[src/rtl/jump_pkg.sv]
// Shared types and default constants for the jump trajectory generator.
package jump_pkg;

    typedef enum logic [2:0] {
        ST_IDLE = 3'd0,
        ST_CALC = 3'd1,
        ST_RISE = 3'd2,
        ST_FALL = 3'd3,
        ST_DONE = 3'd4
    } state_t;

    localparam int unsigned DEF_LEVEL_STEP    = 10;
    localparam int unsigned DEF_PIX_PER_LEVEL = 4;
    localparam int unsigned DEF_MAX_LEVEL     = 10;
    localparam int unsigned DEF_X_MAX         = 159;

    // Width able to hold the largest apex offset MAX_LEVEL*PIX_PER_LEVEL.
    function automatic int unsigned d_width(input int unsigned max_level,
                                            input int unsigned pix_per_level);
        return $clog2(max_level * pix_per_level + 1);
    endfunction

endpackage

[src/rtl/jump_tick.sv]
// Movement step strobe: one tick every TICK_DIV enabled cycles.
module jump_tick #(
    parameter int unsigned TICK_DIV = 1
) (
    input  logic clock,
    input  logic reset,
    input  logic en,
    input  logic clr,
    output logic tick_c
);

    localparam int unsigned CNT_W = (TICK_DIV > 1) ? $clog2(TICK_DIV) : 1;
    localparam logic [CNT_W-1:0] LAST = CNT_W'(TICK_DIV - 1);

    logic [CNT_W-1:0] cnt;

    always_ff @(posedge clock) begin
        if (reset || clr) begin
            cnt <= '0;
        end else if (en) begin
            cnt <= (cnt == LAST) ? '0 : cnt + CNT_W'(1);
        end
    end

    assign tick_c = en && (cnt == LAST);

endmodule

[src/rtl/jump_path.sv]
// Jump trajectory generator: strength -> level -> apex, then walks the
// character position up to the apex and back down to take-off height.
module jump_path
    import jump_pkg::*;
#(
    parameter int unsigned X_W           = 8,
    parameter int unsigned Y_W           = 7,
    parameter int unsigned LEVEL_STEP    = DEF_LEVEL_STEP,
    parameter int unsigned PIX_PER_LEVEL = DEF_PIX_PER_LEVEL,
    parameter int unsigned MAX_LEVEL     = DEF_MAX_LEVEL,
    parameter int unsigned X_MAX         = DEF_X_MAX,
    parameter int unsigned TICK_DIV      = 1
) (
    input  logic           clock,
    input  logic           reset,
    input  logic           start,
    input  logic [7:0]     strength,
    input  logic [X_W-1:0] c_x,
    input  logic [Y_W-1:0] c_y,
    output logic           busy,
    output logic           done,
    output logic           move_valid,
    output logic [X_W-1:0] cur_x,
    output logic [Y_W-1:0] cur_y,
    output logic [X_W-1:0] e_x,
    output logic [Y_W-1:0] e_y
);

    localparam int unsigned D_W = d_width(MAX_LEVEL, PIX_PER_LEVEL);
    localparam int unsigned L_W = $clog2(MAX_LEVEL + 1);

    state_t         state, state_nxt;
    logic [7:0]     rem, rem_nxt;
    logic [L_W-1:0] level, level_nxt;
    logic [D_W-1:0] d_len, d_len_nxt;
    logic [D_W-1:0] step_cnt, step_cnt_nxt;
    logic [Y_W-1:0] y0, y0_nxt;
    logic [X_W-1:0] cur_x_nxt, e_x_nxt;
    logic [Y_W-1:0] cur_y_nxt, e_y_nxt;
    logic           busy_nxt, done_nxt, move_valid_nxt;

    logic           tick_c, tick_en_c, tick_clr_c;
    logic           calc_step_c, last_step_c;
    logic [D_W-1:0] d_calc_c;
    logic [X_W:0]   ex_sum_c;
    logic [Y_W:0]   ey_dif_c;
    logic [X_W-1:0] x_inc_c;
    logic [Y_W-1:0] y_dec_c, y_inc_c;

    // Level accumulation and apex arithmetic, one extra bit for clamping.
    assign calc_step_c = (rem >= 8'(LEVEL_STEP)) && (level < L_W'(MAX_LEVEL));
    assign d_calc_c    = D_W'(level) * D_W'(PIX_PER_LEVEL);
    assign ex_sum_c    = {1'b0, cur_x} + (X_W + 1)'(d_calc_c);
    assign ey_dif_c    = {1'b0, cur_y} - (Y_W + 1)'(d_calc_c);
    assign last_step_c = (step_cnt + D_W'(1)) == d_len;

    assign x_inc_c = (cur_x >= X_W'(X_MAX)) ? cur_x : cur_x + X_W'(1);
    assign y_dec_c = (cur_y == '0) ? cur_y : cur_y - Y_W'(1);
    assign y_inc_c = (cur_y < y0) ? cur_y + Y_W'(1) : cur_y;

    assign tick_en_c  = (state == ST_RISE) || (state == ST_FALL);
    assign tick_clr_c = (state == ST_CALC) && (state_nxt == ST_RISE);

    jump_tick #(
        .TICK_DIV(TICK_DIV)
    ) u_tick (
        .clock (clock),
        .reset (reset),
        .en    (tick_en_c),
        .clr   (tick_clr_c),
        .tick_c(tick_c)
    );

    always_ff @(posedge clock) begin
        if (reset) begin
            state      <= ST_IDLE;
            rem        <= '0;
            level      <= '0;
            d_len      <= '0;
            step_cnt   <= '0;
            y0         <= '0;
            cur_x      <= '0;
            cur_y      <= '0;
            e_x        <= '0;
            e_y        <= '0;
            busy       <= 1'b0;
            done       <= 1'b0;
            move_valid <= 1'b0;
        end else begin
            state      <= state_nxt;
            rem        <= rem_nxt;
            level      <= level_nxt;
            d_len      <= d_len_nxt;
            step_cnt   <= step_cnt_nxt;
            y0         <= y0_nxt;
            cur_x      <= cur_x_nxt;
            cur_y      <= cur_y_nxt;
            e_x        <= e_x_nxt;
            e_y        <= e_y_nxt;
            busy       <= busy_nxt;
            done       <= done_nxt;
            move_valid <= move_valid_nxt;
        end
    end

    always_comb begin
        state_nxt = state;
        case (state)
            ST_IDLE: if (start) state_nxt = ST_CALC;
            ST_CALC: begin
                if (!calc_step_c) begin
                    state_nxt = (d_calc_c == '0) ? ST_DONE : ST_RISE;
                end
            end
            ST_RISE: if (tick_c && last_step_c) state_nxt = ST_FALL;
            ST_FALL: if (tick_c && last_step_c) state_nxt = ST_DONE;
            ST_DONE: state_nxt = ST_IDLE;
            default: state_nxt = ST_IDLE;
        endcase
    end

    // Next values of the datapath and registered outputs.
    always_comb begin
        rem_nxt        = rem;
        level_nxt      = level;
        d_len_nxt      = d_len;
        step_cnt_nxt   = step_cnt;
        y0_nxt         = y0;
        cur_x_nxt      = cur_x;
        cur_y_nxt      = cur_y;
        e_x_nxt        = e_x;
        e_y_nxt        = e_y;
        busy_nxt       = (state_nxt != ST_IDLE);
        done_nxt       = (state_nxt == ST_DONE);
        move_valid_nxt = 1'b0;
        case (state)
            ST_IDLE: begin
                if (start) begin
                    rem_nxt      = strength;
                    level_nxt    = '0;
                    step_cnt_nxt = '0;
                    cur_x_nxt    = c_x;
                    cur_y_nxt    = c_y;
                    y0_nxt       = c_y;
                end
            end
            ST_CALC: begin
                if (calc_step_c) begin
                    rem_nxt   = rem - 8'(LEVEL_STEP);
                    level_nxt = level + L_W'(1);
                end else begin
                    d_len_nxt    = d_calc_c;
                    step_cnt_nxt = '0;
                    e_x_nxt      = (ex_sum_c > (X_W + 1)'(X_MAX)) ? X_W'(X_MAX)
                                                                 : ex_sum_c[X_W-1:0];
                    e_y_nxt      = ey_dif_c[Y_W] ? '0 : ey_dif_c[Y_W-1:0];
                end
            end
            ST_RISE: begin
                if (tick_c) begin
                    cur_x_nxt      = x_inc_c;
                    cur_y_nxt      = y_dec_c;
                    move_valid_nxt = 1'b1;
                    step_cnt_nxt   = last_step_c ? '0 : step_cnt + D_W'(1);
                end
            end
            ST_FALL: begin
                if (tick_c) begin
                    cur_x_nxt      = x_inc_c;
                    cur_y_nxt      = y_inc_c;
                    move_valid_nxt = 1'b1;
                    step_cnt_nxt   = step_cnt + D_W'(1);
                end
            end
            default: ;
        endcase
    end

endmodule

[config.mk]
export PLATFORM = sky130hd
export DESIGN_NAME = jump_path
export DESIGN_NICKNAME = d
export VERILOG_FILES = /design/src/rtl/jump_pkg.sv /design/src/rtl/jump_tick.sv /design/src/rtl/jump_path.sv
export SDC_FILE = /design/constraint.sdc
export NUM_CORES = 1
export LEC_CHECK = 0
export CAP_MARGIN = 15
export CORE_MARGIN = 2
export CORE_UTILIZATION = 59
export DETAILED_ROUTE_END_ITERATION = 12
export PLACE_DENSITY = 0.95
export SYNTH_ARGS = -nofsm -noshare
export SYNTH_HDL_FRONTEND = slang
export SYNTH_HIERARCHICAL = 1
export SYNTH_SLANG_ARGS = --single-unit
[constraint.sdc]
create_clock -name clock -period 3.5 [get_ports clock]
set_input_delay 0.35 -clock clock [delete_from_list [all_inputs] [get_ports clock]]
set_output_delay 0.35 -clock clock [all_outputs]
set_load 0.005 [all_outputs]
=== Word-level counts from Yosys, hierarchy flattened ===
Index checks and enable logic that the tools add are counted.
Widths: inputs -> output; s select.

* Register bits after elaboration: 66
* Input bits: 26
* Logic and storage cells: 100

* $add $sub $neg: 9
* Magnitude comparators: 5
* Eq/ne operators: 15
* Multiplexer cells: 32
* Bitwise gates (word level): 3
* Reduce and logical (&&, ||, !) cells: 22

{| class="wikitable"
|+ Operator list
! cell !! number
|-
| $mux 8 || 6
|-
| $mux 7 || 6
|-
| $pmux 8 s2 || 2
|-
| $mux 6 || 5
|-
| $pmux 6 s4 || 1
|-
| $pmux 7 s3 || 1
|-
| $ne 2x2->1 const B || 8
|-
| $mux 3 || 5
|-
| $pmux 3 s4 || 1
|-
| $add 8x6->9 || 1
|-
| $eq 3x2->1 const B || 3
|-
| $gt 9x8->1 const B || 1
|-
| $add 8x1->8 const B || 1
|-
| $ge 8x4->1 const B || 1
|-
| $ge 8x8->1 const B || 1
|-
| $mux 4 || 2
|-
| $pmux 4 s2 || 1
|-
| $sub 7x6->8 || 1
|-
| $sub 8x4->8 const B || 1
|-
| $add 7x1->7 const B || 1
|-
| $logic_not 7->1 || 1
|-
| $lt 7x7->1 || 1
|-
| $sub 7x1->7 const B || 1
|-
| $add 6x1->6 const B || 1
|-
| other kinds (22) || 33
|}

=== Longest topological paths before layout ===
* Word-level depth: 9
* Mapped depth: 10
* Depth with buffers taken out: 10

=== Hierarchy ===
The synthesis kept the hierarchy.

{| class="wikitable"
|+ By module, submodules not included
! module !! instances !! cells an instance !! area each (µm²) !! seq. area each (µm²)
|-
| jump_path || 1 || 474 || 3831.2 || 1281.2
|-
| jump_tick || 1 || 1 || 7.5 || 0.0
|}

=== Worst setup path after synthesis ===
No wires, ideal clock.

* Kind: register to register
* Start point: register state[2]
* End point: register cur_y[5]
* Data arrival time: 2.284 ns
* Data required time: 3.414 ns
* Path slack: 1.131 ns
* Stages on the path, launching flop included: 11
* Cell sequence: dfxtp_1 nand2b_1 clkinv_1 nand2_1 ha_1 a21o_1 a21o_1 a2111o_1 o211ai_1 a211oi_1 a211oi_1

* Word-level cells in the longest chain between the ends: 5

{| class="wikitable"
|+ Ends and longest elaborated chain
! what !! RTL line !! source
|-
| start, declared || jump_path.sv:32 || <nowiki>state_t state, state_nxt;</nowiki>
|-
| start signal, assigned || jump_path.sv:90 || <nowiki>state <= state_nxt;</nowiki>
|-
| $eq 3x2->1 || jump_path.sv:61, jump_path.sv:136 ||
|-
| $logic_or 1x1->1 || jump_path.sv:61 || <nowiki>assign tick_en_c = (state == ST_RISE) || (state == ST_FALL);</nowiki>
|-
| $logic_and 1x1->1 || jump_tick.sv:25 || <nowiki>assign tick_c = en && (cnt == LAST);</nowiki>
|-
| $ne 2x2->1 (no source line) || -- ||
|-
| $reduce_and 6->1 (no source line) || -- ||
|-
| end signal, assigned || jump_path.sv:97 || <nowiki>cur_y <= cur_y_nxt;</nowiki>
|-
| end, declared || jump_path.sv:24 || <nowiki>output logic [Y_W-1:0] cur_y,</nowiki>
|}

Several ways; a longest one is shown, not always the timed one.
A chain may end at the register's enable or synchronous reset.

=== Worst setup path after layout ===
Ends and elaborated chain as after synthesis.

==> results by group <==
Timing
  • Hold WS: 0.430 ns
  • Max_slew headroom: 52.8%
  • Final WS setup: 0.936 ns
  • RSZ-0062 raised after global routing: no
  • Tcrit/Tclk final: 73.3%
  • Max Clock Skew: 0.00779 ns
  • Achievable frequency: 0.390 GHz
  • Fin crit period: 2.56 ns
  • Setup TNS: 0 ns
  • Slew @ Worst Pin: 0.703 ns
  • Slew Viols, Final: 0
  • Final Hold Fails: 0
  • Final setup viols: 0

Clock tree
  • CTS tree: built
  • Post-CTS Setup Bufs: 0
  • CTS Root Cell: clkbuf_8
  • Clock sinks: 64
  • Number of buffers created by CTS: 9
  • Hold_buf cts: 0
  • H-tree levels: 3
  • Worst-skew pair later-pin latency: 0.35 ns
  • Cts repair resizes: 0
  • Clock slew at reported path FFs: 0.07 ns
  • Max clock buf depth: 2

Yosys
  • Avg Inst Size Synth: 8.08 um^2
  • Post-Syn Area: 3840 um^2
  • Syn nets: 528
  • Primary FF master, synth: dfxtp_1
  • Cells after synthesis: 475
  • Post-synthesis register bit count: 64
  • Sequential-to-total area share from yosys stat: 33.4%
  • Asr flop ratio synth: 0%
  • Distinct cells, synth: 64
  • Ys Warns: 6
  • Post-synth EDFFs: 0

Power and ir drop
  • Internal power: 0.00139 W
  • Tot Pwr: 0.00210 W
  • Peak VDD IR: 352 uV
  • Leak pwr: 1.77 nW
  • Flop pwr share: 42.2%
  • NetSw: 0.000703 W
  • Power share of the combinational group: 30.1%
  • Clk pwr share: 27.6%
  • Pwr/cell area: 453 nW/um^2
  • Sw frac: 33.5%

Hold path
  • Worst hold stages: 2
  • Min-delay worst type: input pin to flip-flop

Floorplan
  • IO Count: 59
  • Starting density of the core: 60.8%
  • Die area: 7170 um^2
  • Die Ht: 84.7 um
  • Core Region: 6310 um^2
  • Row count: 29
  • Die width: 84.7 um

Worst setup path
  • Critical path arrival: 2.82 ns
  • Reg2Reg Depth: 10
  • Crit-path max FO: 7
  • Startpoint types: flip-flop
  • CP required: 3.76 ns
  • Crit path kind: flip-flop to flip-flop
  • CP Capture Type: flip-flop

GRT
  • First-pass GRT wire length: 17.1 mm
  • Largest net degree at the start of global routing: 48
  • Vias in the first global route: 3,812
  • Gr ovfl total: 0
  • Gr usage total: 29.4%
  • Initial antenna violation count: 0

Placement
  • Placed wire-length estimate: 7.06 mm
  • GPL Wtd Cong: 0.860
  • Port bufs: 57
  • Pre-CTS setup slack: 1.03 ns
  • Placed Area: 4460 um^2

Drt
  • Final Routed Wirelength: 10.3 mm
  • DRT antenna net count: 0
  • Vias per inst: 6.36
  • Wirelength per Cell: 16.9 um
  • DR DRC count: 0
  • Pre-antenna DRT Iters: 7
  • Vias: 3,864
  • DRT iter0 DRCs: 346

Finish
  • Final Net Count: 581
  • N_diodes: 0
  • Most common cell after layout, fill and taps aside: dfxtp_1
  • Filler cell count: 458
  • Ratio of cells with drive above 1 in the final layout: 4.90%
  • Most frequent cells in the layout: 64 x dfxtp_1, 56 x nand2_1, 56 x clkdlybuf4s50_1
  • Area grow syn2layout: 20.7%
  • Post-route cell area: 4630 um^2

Status
  • Status: finished clean

Job
  • Max Cap Viol: 0
==> worst paths after layout <==
path	slack, ns	to	startpoint
max reg2reg	0.94	cur_y[5]	state[2]
min reg2reg	0.46	y0[1]	y0[1]
max	0.94	cur_y[5]	state[2]
min	0.43	cur_x[2]	reset
==> critical path, stage by stage, from the launching register on <==
cell and delay, ns:
dfxtp_1 0.41, nand2b_1 0.16, clkinv_1 0.09, nand2_1 0.24
ha_1 0.29, a21o_1 0.18, a21o_1 0.21, a2111o_1 0.41
o211ai_1 0.15, a211oi_1 0.10, a211oi_1 0.23
==> logic make-up after synthesis <==
kind of cell	Yosys count	synth area share, %
AOI/OAI and AO/OA	151	27.3
xor gates and xnor gates	17	4.24
adders and majority gates	27	9.39
buffers and inverters	55	5.51
DFF	64	33.4
muxes	4	1.11
and+or+nand+nor	157	19.0
==> cell type report <==
| cell class | instances | area [um^2] | share of cell area, % |
|---|---|---|---|
| clock buffers | 14 | 173 | 3.73 |
| inverters | 34 | 128 | 2.75 |
| multi-input cells | 356 | 2350 | 50.6 |
| flip-flops and latches | 64 | 1280 | 27.6 |
| well taps | 77 | 96.3 | 2.08 |
| repair buffers | 63 | 611 | 13.2 |
==> cell usage after synthesis (all sizes together), types with 7 or more instances <==
cell type,instances,area [um^2]
ha,24,300
a21o,9,67.6
inv,33,124
xor2,7,61.3
nand3,13,77.6
a22oi,11,87.6
xnor2,9,78.8
nor2,42,158
o21ai,24,120
a211o,7,61.3
nand2,56,210
a21oi,43,223
nor3,12,60.1
a211oi,13,97.6
dfxtp,64,1280
clkbuf,17,63.8
==> sequential cells by signal (all words and copies together) (netlist names), 3 cells and up <==
signal    flops
cur_x         8
cur_y         7
d_len         4
e_x           8
e_y           7
level         4
rem           7
state         3
step_cnt      6
y0            7
==> power by group through the flow <==
stage | registers [W] | clock network, W | logic [W]
3_5_place_dp | 0.000896 | 0 | 0.000615
2_1_floorplan | 0.000869 | 0 | 0.000409
6_report | 0.000885 | 0.000580 | 0.000632
5_1_grt | 0.000894 | 0.000611 | 0.000696
4_1_cts | 0.000882 | 0.000577 | 0.000625
3_3_place_gp | 0.000893 | 0 | 0.000589
==> per-stage QoR <==
stage	std cells	util, %
floorplan	475	-
global placement	594	70.7
detailed placement	594	70.7
CTS	608	73.4
global route	608	73.4
finish	608	73.4
==> per-layer routing <==
metal	track usage, %	wire (um)	vias up
met1	35.3	4060	1813
met2	50.0	5120	188
met3	5.31	758	38
li1	-	-	1825
met5	0	0	-
met4	15.0	315	0
(Power assumes the default switching activity.)
